**config.mk**
```make
export PLATFORM = sky130hd
export DESIGN_NAME = uart_tx_fifo_buffer
export DESIGN_NICKNAME = d
export VERILOG_FILES = /design/src/rtl/uart_buffer_pkg.sv /design/src/rtl/uart_buffer_mem.sv /design/src/rtl/uart_tx_fifo_buffer.sv
export SDC_FILE = /design/constraint.sdc
export NUM_CORES = 1
export LEC_CHECK = 0
export ABC_AREA = 1
export CAP_MARGIN = 0
export CORE_AREA = 2 2 95 60
export CTS_CLUSTER_DIAMETER = 30
export DETAILED_ROUTE_END_ITERATION = 12
export DIE_AREA = 0 0 97 62
export HOLD_SLACK_MARGIN = 0.15
export PLACE_DENSITY = 0.76
export RECOVER_POWER = 100
export SYNTH_ARGS = -nofsm -noshare
export SYNTH_HDL_FRONTEND = slang
export SYNTH_HIERARCHICAL = 1
export SYNTH_SLANG_ARGS = --single-unit
export TNS_END_PERCENT = 50
```
**constraint.sdc**
```tcl
create_clock -name Buffer_CLK -period 2.3 [get_ports Buffer_CLK]
set_input_delay 0.575 -clock Buffer_CLK [delete_from_list [all_inputs] [get_ports Buffer_CLK]]
set_output_delay 0.575 -clock Buffer_CLK [all_outputs]
set_load 0.02 [all_outputs]
```
**src/rtl/uart_buffer_pkg.sv**
```systemverilog
// Shared definitions for the UART transmit buffer: entry layout and widths.
package uart_buffer_pkg;

  // Each entry packs {parity type, parity enable, data}.
  function automatic int unsigned entry_width(input int unsigned data_width_log2);
    return (2 ** data_width_log2) + 2;
  endfunction

  // Bit offset of the data field within an entry.
  localparam int unsigned DataOffset = 0;

  // Bit offset of the parity-enable field within an entry.
  function automatic int unsigned par_en_offset(input int unsigned data_width_log2);
    return 2 ** data_width_log2;
  endfunction

  // Bit offset of the parity-type field within an entry.
  function automatic int unsigned par_type_offset(input int unsigned data_width_log2);
    return (2 ** data_width_log2) + 1;
  endfunction

endpackage

```
**src/rtl/uart_buffer_mem.sv**
```systemverilog
// Register-file storage for the transmit buffer: one synchronous write port,
// one asynchronous read port, and full clear on either reset.
module uart_buffer_mem
  import uart_buffer_pkg::*;
#(
  parameter int unsigned DataWIDTH  = 3,
  parameter int unsigned DEPTH_LOG2 = 2
) (
  input  logic                                 i_clk,
  input  logic                                 i_rst_asyn_n,
  input  logic                                 i_flush_n,
  input  logic                                 i_we,
  input  logic [DEPTH_LOG2-1:0]                i_waddr,
  input  logic [entry_width(DataWIDTH)-1:0]    i_wdata,
  input  logic [DEPTH_LOG2-1:0]                i_raddr,
  output logic [entry_width(DataWIDTH)-1:0]    o_rdata
);

  localparam int unsigned EntryW = entry_width(DataWIDTH);
  localparam int unsigned Depth  = 2 ** DEPTH_LOG2;

  logic [EntryW-1:0] r_mem [Depth];

  // Storage array: cleared by either reset, otherwise written on an accepted push.
  always_ff @(posedge i_clk or negedge i_rst_asyn_n) begin
    if (!i_rst_asyn_n) begin
      for (int i = 0; i < Depth; i++) r_mem[i] <= '0;
    end else if (!i_flush_n) begin
      for (int i = 0; i < Depth; i++) r_mem[i] <= '0;
    end else if (i_we) begin
      r_mem[i_waddr] <= i_wdata;
    end
  end

  assign o_rdata = r_mem[i_raddr];

endmodule

```
**src/rtl/uart_tx_fifo_buffer.sv**
```systemverilog
// Multi-entry FIFO in front of the UART transmitter. Each entry carries its own
// parity configuration; outputs are first-word-fall-through and gated to zero
// when empty.
module uart_tx_fifo_buffer
  import uart_buffer_pkg::*;
#(
  parameter int unsigned DataWIDTH  = 3,
  parameter int unsigned DEPTH_LOG2 = 2
) (
  input  logic                        Buffer_CLK,
  input  logic                        Buffer_RST_ASYN,
  input  logic                        Buffer_RST_SYN,
  input  logic                        Buffer_WR_EN,
  input  logic [(2**DataWIDTH)-1:0]   Buffer_Pdata_in,
  input  logic                        Buffer_ParityEn_in,
  input  logic                        Buffer_ParBit_in,
  input  logic                        Buffer_RD_EN,
  output logic [(2**DataWIDTH)-1:0]   Buffer_Pdata_out,
  output logic                        Buffer_ParityEn_out,
  output logic                        Buffer_ParBit_out,
  output logic                        Buffer_VALID,
  output logic                        Buffer_FULL,
  output logic [DEPTH_LOG2:0]         Buffer_COUNT,
  output logic                        Buffer_OVF
);

  localparam int unsigned DataW     = 2 ** DataWIDTH;
  localparam int unsigned EntryW    = entry_width(DataWIDTH);
  localparam int unsigned ParEnOff  = par_en_offset(DataWIDTH);
  localparam int unsigned ParTypOff = par_type_offset(DataWIDTH);
  localparam int unsigned Depth     = 2 ** DEPTH_LOG2;
  localparam logic [DEPTH_LOG2:0] DepthCnt = (DEPTH_LOG2 + 1)'(Depth);

  logic [DEPTH_LOG2-1:0] r_wr_ptr;
  logic [DEPTH_LOG2-1:0] r_rd_ptr;
  logic [DEPTH_LOG2:0]   r_count;
  logic                  r_ovf;

  logic              w_push_acc;
  logic              w_pop_acc;
  logic              w_valid;
  logic [EntryW-1:0] w_wdata;
  logic [EntryW-1:0] w_head;

  assign w_valid    = (r_count != '0);
  // Full/empty decisions use the pre-edge count, so a push while full is dropped
  // even when a pop frees a slot in the same cycle.
  assign w_push_acc = Buffer_WR_EN && (r_count != DepthCnt);
  assign w_pop_acc  = Buffer_RD_EN && w_valid;

  // Pack the incoming entry into its storage layout.
  always_comb begin
    w_wdata                          = '0;
    w_wdata[DataOffset +: DataW]     = Buffer_Pdata_in;
    w_wdata[ParEnOff]                = Buffer_ParityEn_in;
    w_wdata[ParTypOff]               = Buffer_ParBit_in;
  end

  uart_buffer_mem #(
    .DataWIDTH  (DataWIDTH),
    .DEPTH_LOG2 (DEPTH_LOG2)
  ) u_mem (
    .i_clk        (Buffer_CLK),
    .i_rst_asyn_n (Buffer_RST_ASYN),
    .i_flush_n    (Buffer_RST_SYN),
    .i_we         (w_push_acc),
    .i_waddr      (r_wr_ptr),
    .i_wdata      (w_wdata),
    .i_raddr      (r_rd_ptr),
    .o_rdata      (w_head)
  );

  // Pointers, occupancy and sticky overflow; sync flush outranks push/pop.
  always_ff @(posedge Buffer_CLK or negedge Buffer_RST_ASYN) begin
    if (!Buffer_RST_ASYN) begin
      r_wr_ptr <= '0;
      r_rd_ptr <= '0;
      r_count  <= '0;
      r_ovf    <= 1'b0;
    end else if (!Buffer_RST_SYN) begin
      r_wr_ptr <= '0;
      r_rd_ptr <= '0;
      r_count  <= '0;
      r_ovf    <= 1'b0;
    end else begin
      if (w_push_acc) r_wr_ptr <= r_wr_ptr + DEPTH_LOG2'(1);
      if (w_pop_acc)  r_rd_ptr <= r_rd_ptr + DEPTH_LOG2'(1);
      if (Buffer_WR_EN && !w_push_acc) r_ovf <= 1'b1;
      unique case ({w_push_acc, w_pop_acc})
        2'b10:   r_count <= r_count + (DEPTH_LOG2 + 1)'(1);
        2'b01:   r_count <= r_count - (DEPTH_LOG2 + 1)'(1);
        default: r_count <= r_count;
      endcase
    end
  end

  // Head outputs shown only while valid; all outputs derive from registered state.
  always_comb begin
    Buffer_Pdata_out    = '0;
    Buffer_ParityEn_out = 1'b0;
    Buffer_ParBit_out   = 1'b0;
    if (w_valid) begin
      Buffer_Pdata_out    = w_head[DataOffset +: DataW];
      Buffer_ParityEn_out = w_head[ParEnOff];
      Buffer_ParBit_out   = w_head[ParTypOff];
    end
  end

  assign Buffer_VALID = w_valid;
  assign Buffer_FULL  = (r_count == DepthCnt);
  assign Buffer_COUNT = r_count;
  assign Buffer_OVF   = r_ovf;

endmodule

```
== Yosys cells after proc, flatten, opt, wreduce, memory -nomap -nowiden ==
Index checks and enable logic that the tools add are counted.
Widths: inputs -> output; s select.
Storage, ports and cells
  logic and storage cells: 50
  register bits: 48
Cells by class
  reduce and logical (&&, ||, !) cells: 6
  equal/unequal tests: 8
  magnitude comparators: 3
  bitwise logic cells: 2
  multiplexer cells: 19
  add/subtract/negate cells: 4
Operators by type and width (number)
  $mux 40: 2
  $bwmux 40: 1
  $mux 10: 3
  $bmux 10 s2: 1
  $demux 10 s2: 1
  $mux 2: 4
  $mux 8: 1
  $ge 3x3->1 const B: 2
  $ne 2x1->1 const B: 3
  $not 2->3: 2
  $pmux 3 s2: 1
  $add 2x1->2 const B: 2
  $logic_and 1x1->1: 4
  $mux 1: 4
  $add 3x1->3 const B: 1
  $eq 3x3->1 const B: 1
  $lt 3x1->1 const B: 1
  $mux 3: 1
  $ne 3x1->1 const B: 1
  $ne 3x3->1 const B: 1
  $reduce_bool 3->1: 1
  $sub 3x1->3 const B: 1
  $eq 2x1->1 const B: 1
  $eq 2x2->1 const B: 1
  $logic_not 1->1: 1

== Depth between registers and ports, before layout ==
Gate-level depths: netlist (run 1).
  word-level depth: 8
  mapped depth: 13
  mapped depth without buffers: 12

== Modules after synthesis ==
The synthesis (run 1) kept the hierarchy.
By module, submodules not included
  uart_buffer_mem: instances 1, cells an instance 306, seq. area each 1001.0 um^2, area an instance 2123.3 um^2
  uart_tx_fifo_buffer: instances 1, cells an instance 83, seq. area each 200.2 um^2, area an instance 610.6 um^2

== Worst setup path after synthesis (run 1) ==
OpenSTA, ideal clock, no wires.
  path kind: register to register
  start point: register r_count[1] (netlist: Buffer_COUNT[1])
  end point: register r_count[2] (netlist: Buffer_COUNT[2])
  buffers on the path: 0
  period minus slack after synthesis: 1945 ps
  stages on the path, launching flop included: 13
  slack: 355 ps
  required time: 2182 ps
  arrival: 1827 ps
  cell sequence: dfrtp_1 > nor2_4 > nand2_4 > nand2_8 > inv_4 > nand2_4 > inv_1 > fa_1 > xor2_1 > nand3_1 > nand2_1 > nand2_1 > nand2_1
On the way
  word-level cells in the longest chain between the ends: 5
  elaborated cells between the ends (all ways): 11
  those cells by class: 2 x add/sub; 4 x eq/ne; 2 x mux; 3 x reduce/logical
Ends and longest elaborated chain
  start: declaration: line uart_tx_fifo_buffer.sv:36  | logic [DEPTH_LOG2:0] r_count;
  start signal: assignment: line uart_tx_fifo_buffer.sv:90  | 2'b10: r_count <= r_count + (DEPTH_LOG2 + 1)'(1);
  start signal: assignment: line uart_tx_fifo_buffer.sv:91  | 2'b01: r_count <= r_count - (DEPTH_LOG2 + 1)'(1);
  start signal: assignment: line uart_tx_fifo_buffer.sv:92  | default: r_count <= r_count;
  $reduce_bool 3->1 *: line uart_tx_fifo_buffer.sv:45  | assign w_valid = (r_count != '0);
  net Buffer_VALID: line uart_tx_fifo_buffer.sv:21  | output logic Buffer_VALID,
  $logic_and 1x1->1 *: line uart_tx_fifo_buffer.sv:49  | assign w_pop_acc = Buffer_RD_EN && w_valid;
  $eq 2x1->1 / $eq 2x2->1 (equally long branches): line uart_tx_fifo_buffer.sv:89  | unique case ({w_push_acc, w_pop_acc})
  $pmux 3 s2: line uart_tx_fifo_buffer.sv:89
  $mux 3: line uart_tx_fifo_buffer.sv:80  | end else if (!Buffer_RST_SYN) begin
Mark *: on every way through the listed nets, which the timed path passes. The rest lies on a longest branch.
A chain may end at the register's enable or synchronous reset.

== Worst setup path after layout (run 1) ==
  start point: register r_count[1] (netlist: Buffer_COUNT[1])
  end point: output Buffer_VALID
On the way
  word-level cells in the longest chain between the ends: 1
Ends and longest elaborated chain (line)
  $reduce_bool 3->1: uart_tx_fifo_buffer.sv:45
  end: declaration: uart_tx_fifo_buffer.sv:21
No other way between the ends.

==> reports/results.ini, run 1 <==
[sta]
tightest_slew_ns = 1.31
period_needed_ns = 2.24
fmax_mhz = 446
setup_viol = 0
finClkSkew_ns = 0.00415
rsz0062_at_grt = yes
worst_slack_ns = 0.0562
max-slew-margin-rel_pct = 12.4
period_share_pct = 97.6
slew_viol_final = 0
hold_viol_final = 0

[clocking]
cts_made_buffers = 5
clock_sinks = 48
htreeDepth = 2
cts_hold_buf = 0
root_buffer = clkbuf_8
ctsLongestPathBuffers = 2
cts_setup_buffers = 0
cts_tree = built
clk_latency_ns = 0.30
path_clk_slew_ns = 0.08

[yosys]
async_flop_share_pct = 100
synth_adder_area_share_pct = 0.732
synth-seq-cells = 48
synth_cells = 389
synthSimpleGateAreaFrac_pct = 41.8
synth-edff-count = 0
synth_top_family_by_area = simple AND/OR/NAND/NOR gates
yosysWarnings = 6
synthMuxAreaShare_pct = 0
syn_avg_cell_area_um2 = 7.03
synthDistinctLibCells = 28
ys.flop_type = dfrtp_1
synth-compound-area-share_pct = 1.56
ys_seq_area_share_pct = 43.9
synth_xor_area_share_pct = 0.641
synth_area_um2 = 2730
syn_nets = 405

[final_layout]
finalInstanceArea_um2 = 3220
fin_nets = 445
layout_commonest_cell = nand2_1
diodes = 0
areaGrowthSynthToFinish_pct = 17.8
drive_gt1_share_pct = 11.2
mostFrequentLayoutCells = 147 x nand2_1, 57 x nand3_1, 48 x dfrtp_1, 48 x inv_1, 35 x nor2_1

[placement]
pre_cts_slack_ns = -0.000489
dpl.hpwl_um = 4410
place_area_um2 = 3210
port_buffers = 30
gp_congestion = 0.829

[grt]
grt_pass1_vias = 2124
grt_max_degree = 43
grt_pass1_wl_um = 10500
grt_use_total_pct = 22.4
gr-total-overflow = 0
antenna_found_initial = 0

[pwr]
p_sw_uw = 1160
p_per_area_nw_per_um2 = 902
p_sw_share_pct = 39.8
comb_power_share_pct = 45.1
power.internal_uw = 1750
p_leak_uw = 0.00179
ir_drop_mv = 0.491
seqPwrFrac_pct = 34.4
clockPowerShare_pct = 20.5

[worst_setup_path]
reg2reg_slack_ns = 0.28
worstSetupEndpointType = output pin
crit_type = register to output pin
cp-start-kind = register
cp.arrival_ns = 1.67
cp.required_ns = 1.73
worstPathMaxFanout = 4

[floorplanning]
fp.dieW_um = 97
start_util_pct = 51.8
coreArea_um2 = 5280
row_count = 21
die_y_um = 62
dieArea_um2 = 6010
ios = 31

[drt]
via_count = 2439
firstDrtPassIters = 4
drtAntennaViolNets = 0
drtIter0Drc = 151
finalWirelength_um = 6380
via_per_inst = 4.89
wire_per_inst_um = 12.8
drc_errors = 0

[hold_path]
min_path_type = register to register

[outcome]
status = finished, final reports clean

[job]
drv_cap = 0

[metal layers]
metal  up-vias  track usage (%)  wire [um]
met1      1112             33.6       3040
met4         0             4.83         36
met2        73             35.0       2840
met3         5             3.36        463
met5         -                0          0
li1       1249                -          -
[cell usage after synthesis (2+ instances only)]
cell,number,share of area (%)
nand3_1,56,10
or2_2,5,1.1
nor2_4,3,1.2
buf_2,11,2.0
nand4_1,3,0.69
nand2_2,3,0.69
nand2_4,2,0.82
dfrtp_1,48,44
inv_1,47,6.5
nor2_1,34,4.7
inv_2,7,0.96
nand2_1,145,20
or2_1,5,1.1
clkinv_1,3,0.41
buf_4,4,1.1
[worst paths after layout]
path / from / end / cells after the start
setup / recovery: Buffer_COUNT[1] / Buffer_VALID / 3
max in group asynchronous: Buffer_RST_ASYN / u_mem/r_mem[14] / 2
min in group asynchronous: Buffer_RST_ASYN / r_rd_ptr[1] / 1
setup reg to reg: Buffer_COUNT[1] / Buffer_COUNT[2] / 12
hold / removal: Buffer_OVF / Buffer_OVF / 1
hold reg to reg: Buffer_OVF / Buffer_OVF / 1
[layout make-up]
type | count | area, um^2
clock buffer | 6 | 72.6
clock inverter | 2 | 35.0
fill | 517 | 2060
inverter | 58 | 220
multi-input combinational | 267 | 1190
sequential | 48 | 1200
tap | 69 | 86.3
timing repair buffer | 49 | 415
[per-stage QoR]
step	util, %	cells	hold slack [ns]	power, uW	TNS [ns]
finish	61.0	499	0.490	2910	0
global route	61.0	499	0.520	3130	-0.103
CTS	62.7	499	0.278	3010	0
detailed placement	60.9	491	0.482	2460	-0.000489
global placement	60.9	491	0.474	2430	0
floorplan	-	389	0.279	1910	0
[critical path, cell delays in order, from the launching register on]
cell and delay, ns:
dfrtp_1 0.46, nor2_4 0.17, nand2_4 0.09, dlygate4sd3_1 0.66
[sequential cells by signal, summed over array words and instances, names as in the netlist]
name / flops
r_wr_ptr: 2
r_rd_ptr: 2
Buffer_COUNT: 3
Buffer_OVF: 1
u_mem/r_mem: 40
[cells by family (layout without fill, tap and decap cells)]
| family | count (synthesis) | count (layout) |
|---|---|---|
| AO/OA/AOI/OAI | 5 | 5 |
| XOR/XNOR | 2 | 2 |
| adder cells (fa/ha/maj) | 1 | 1 |
| buffers and inverters | 74 | 115 |
| flip-flops | 48 | 48 |
| AND/OR/NAND/NOR | 259 | 259 |
[power groups by stage]
stage	Combinational (uW)	Clock, uW	Sequential [uW]
global placement	1420	0	1010
CTS	1400	614	1000
detailed placement	1440	0	1020
floorplan	874	0	1040
finish	1310	595	999
global route	1460	662	1010
[what timing repair did]
action                     CTS  global route
setup endpoints to repair   11             8
resized for setup           12            13
pin swaps                    0             0
No activity file was read; power rests on OpenSTA's default activity.
==> run 2, diff against run 1 <==
Settings changed: ABC_CLOCK_PERIOD_IN_PS set to 2300.
==> results of run 2 <==
No change in the layout: final DEF, timing and power equal those of run 1.
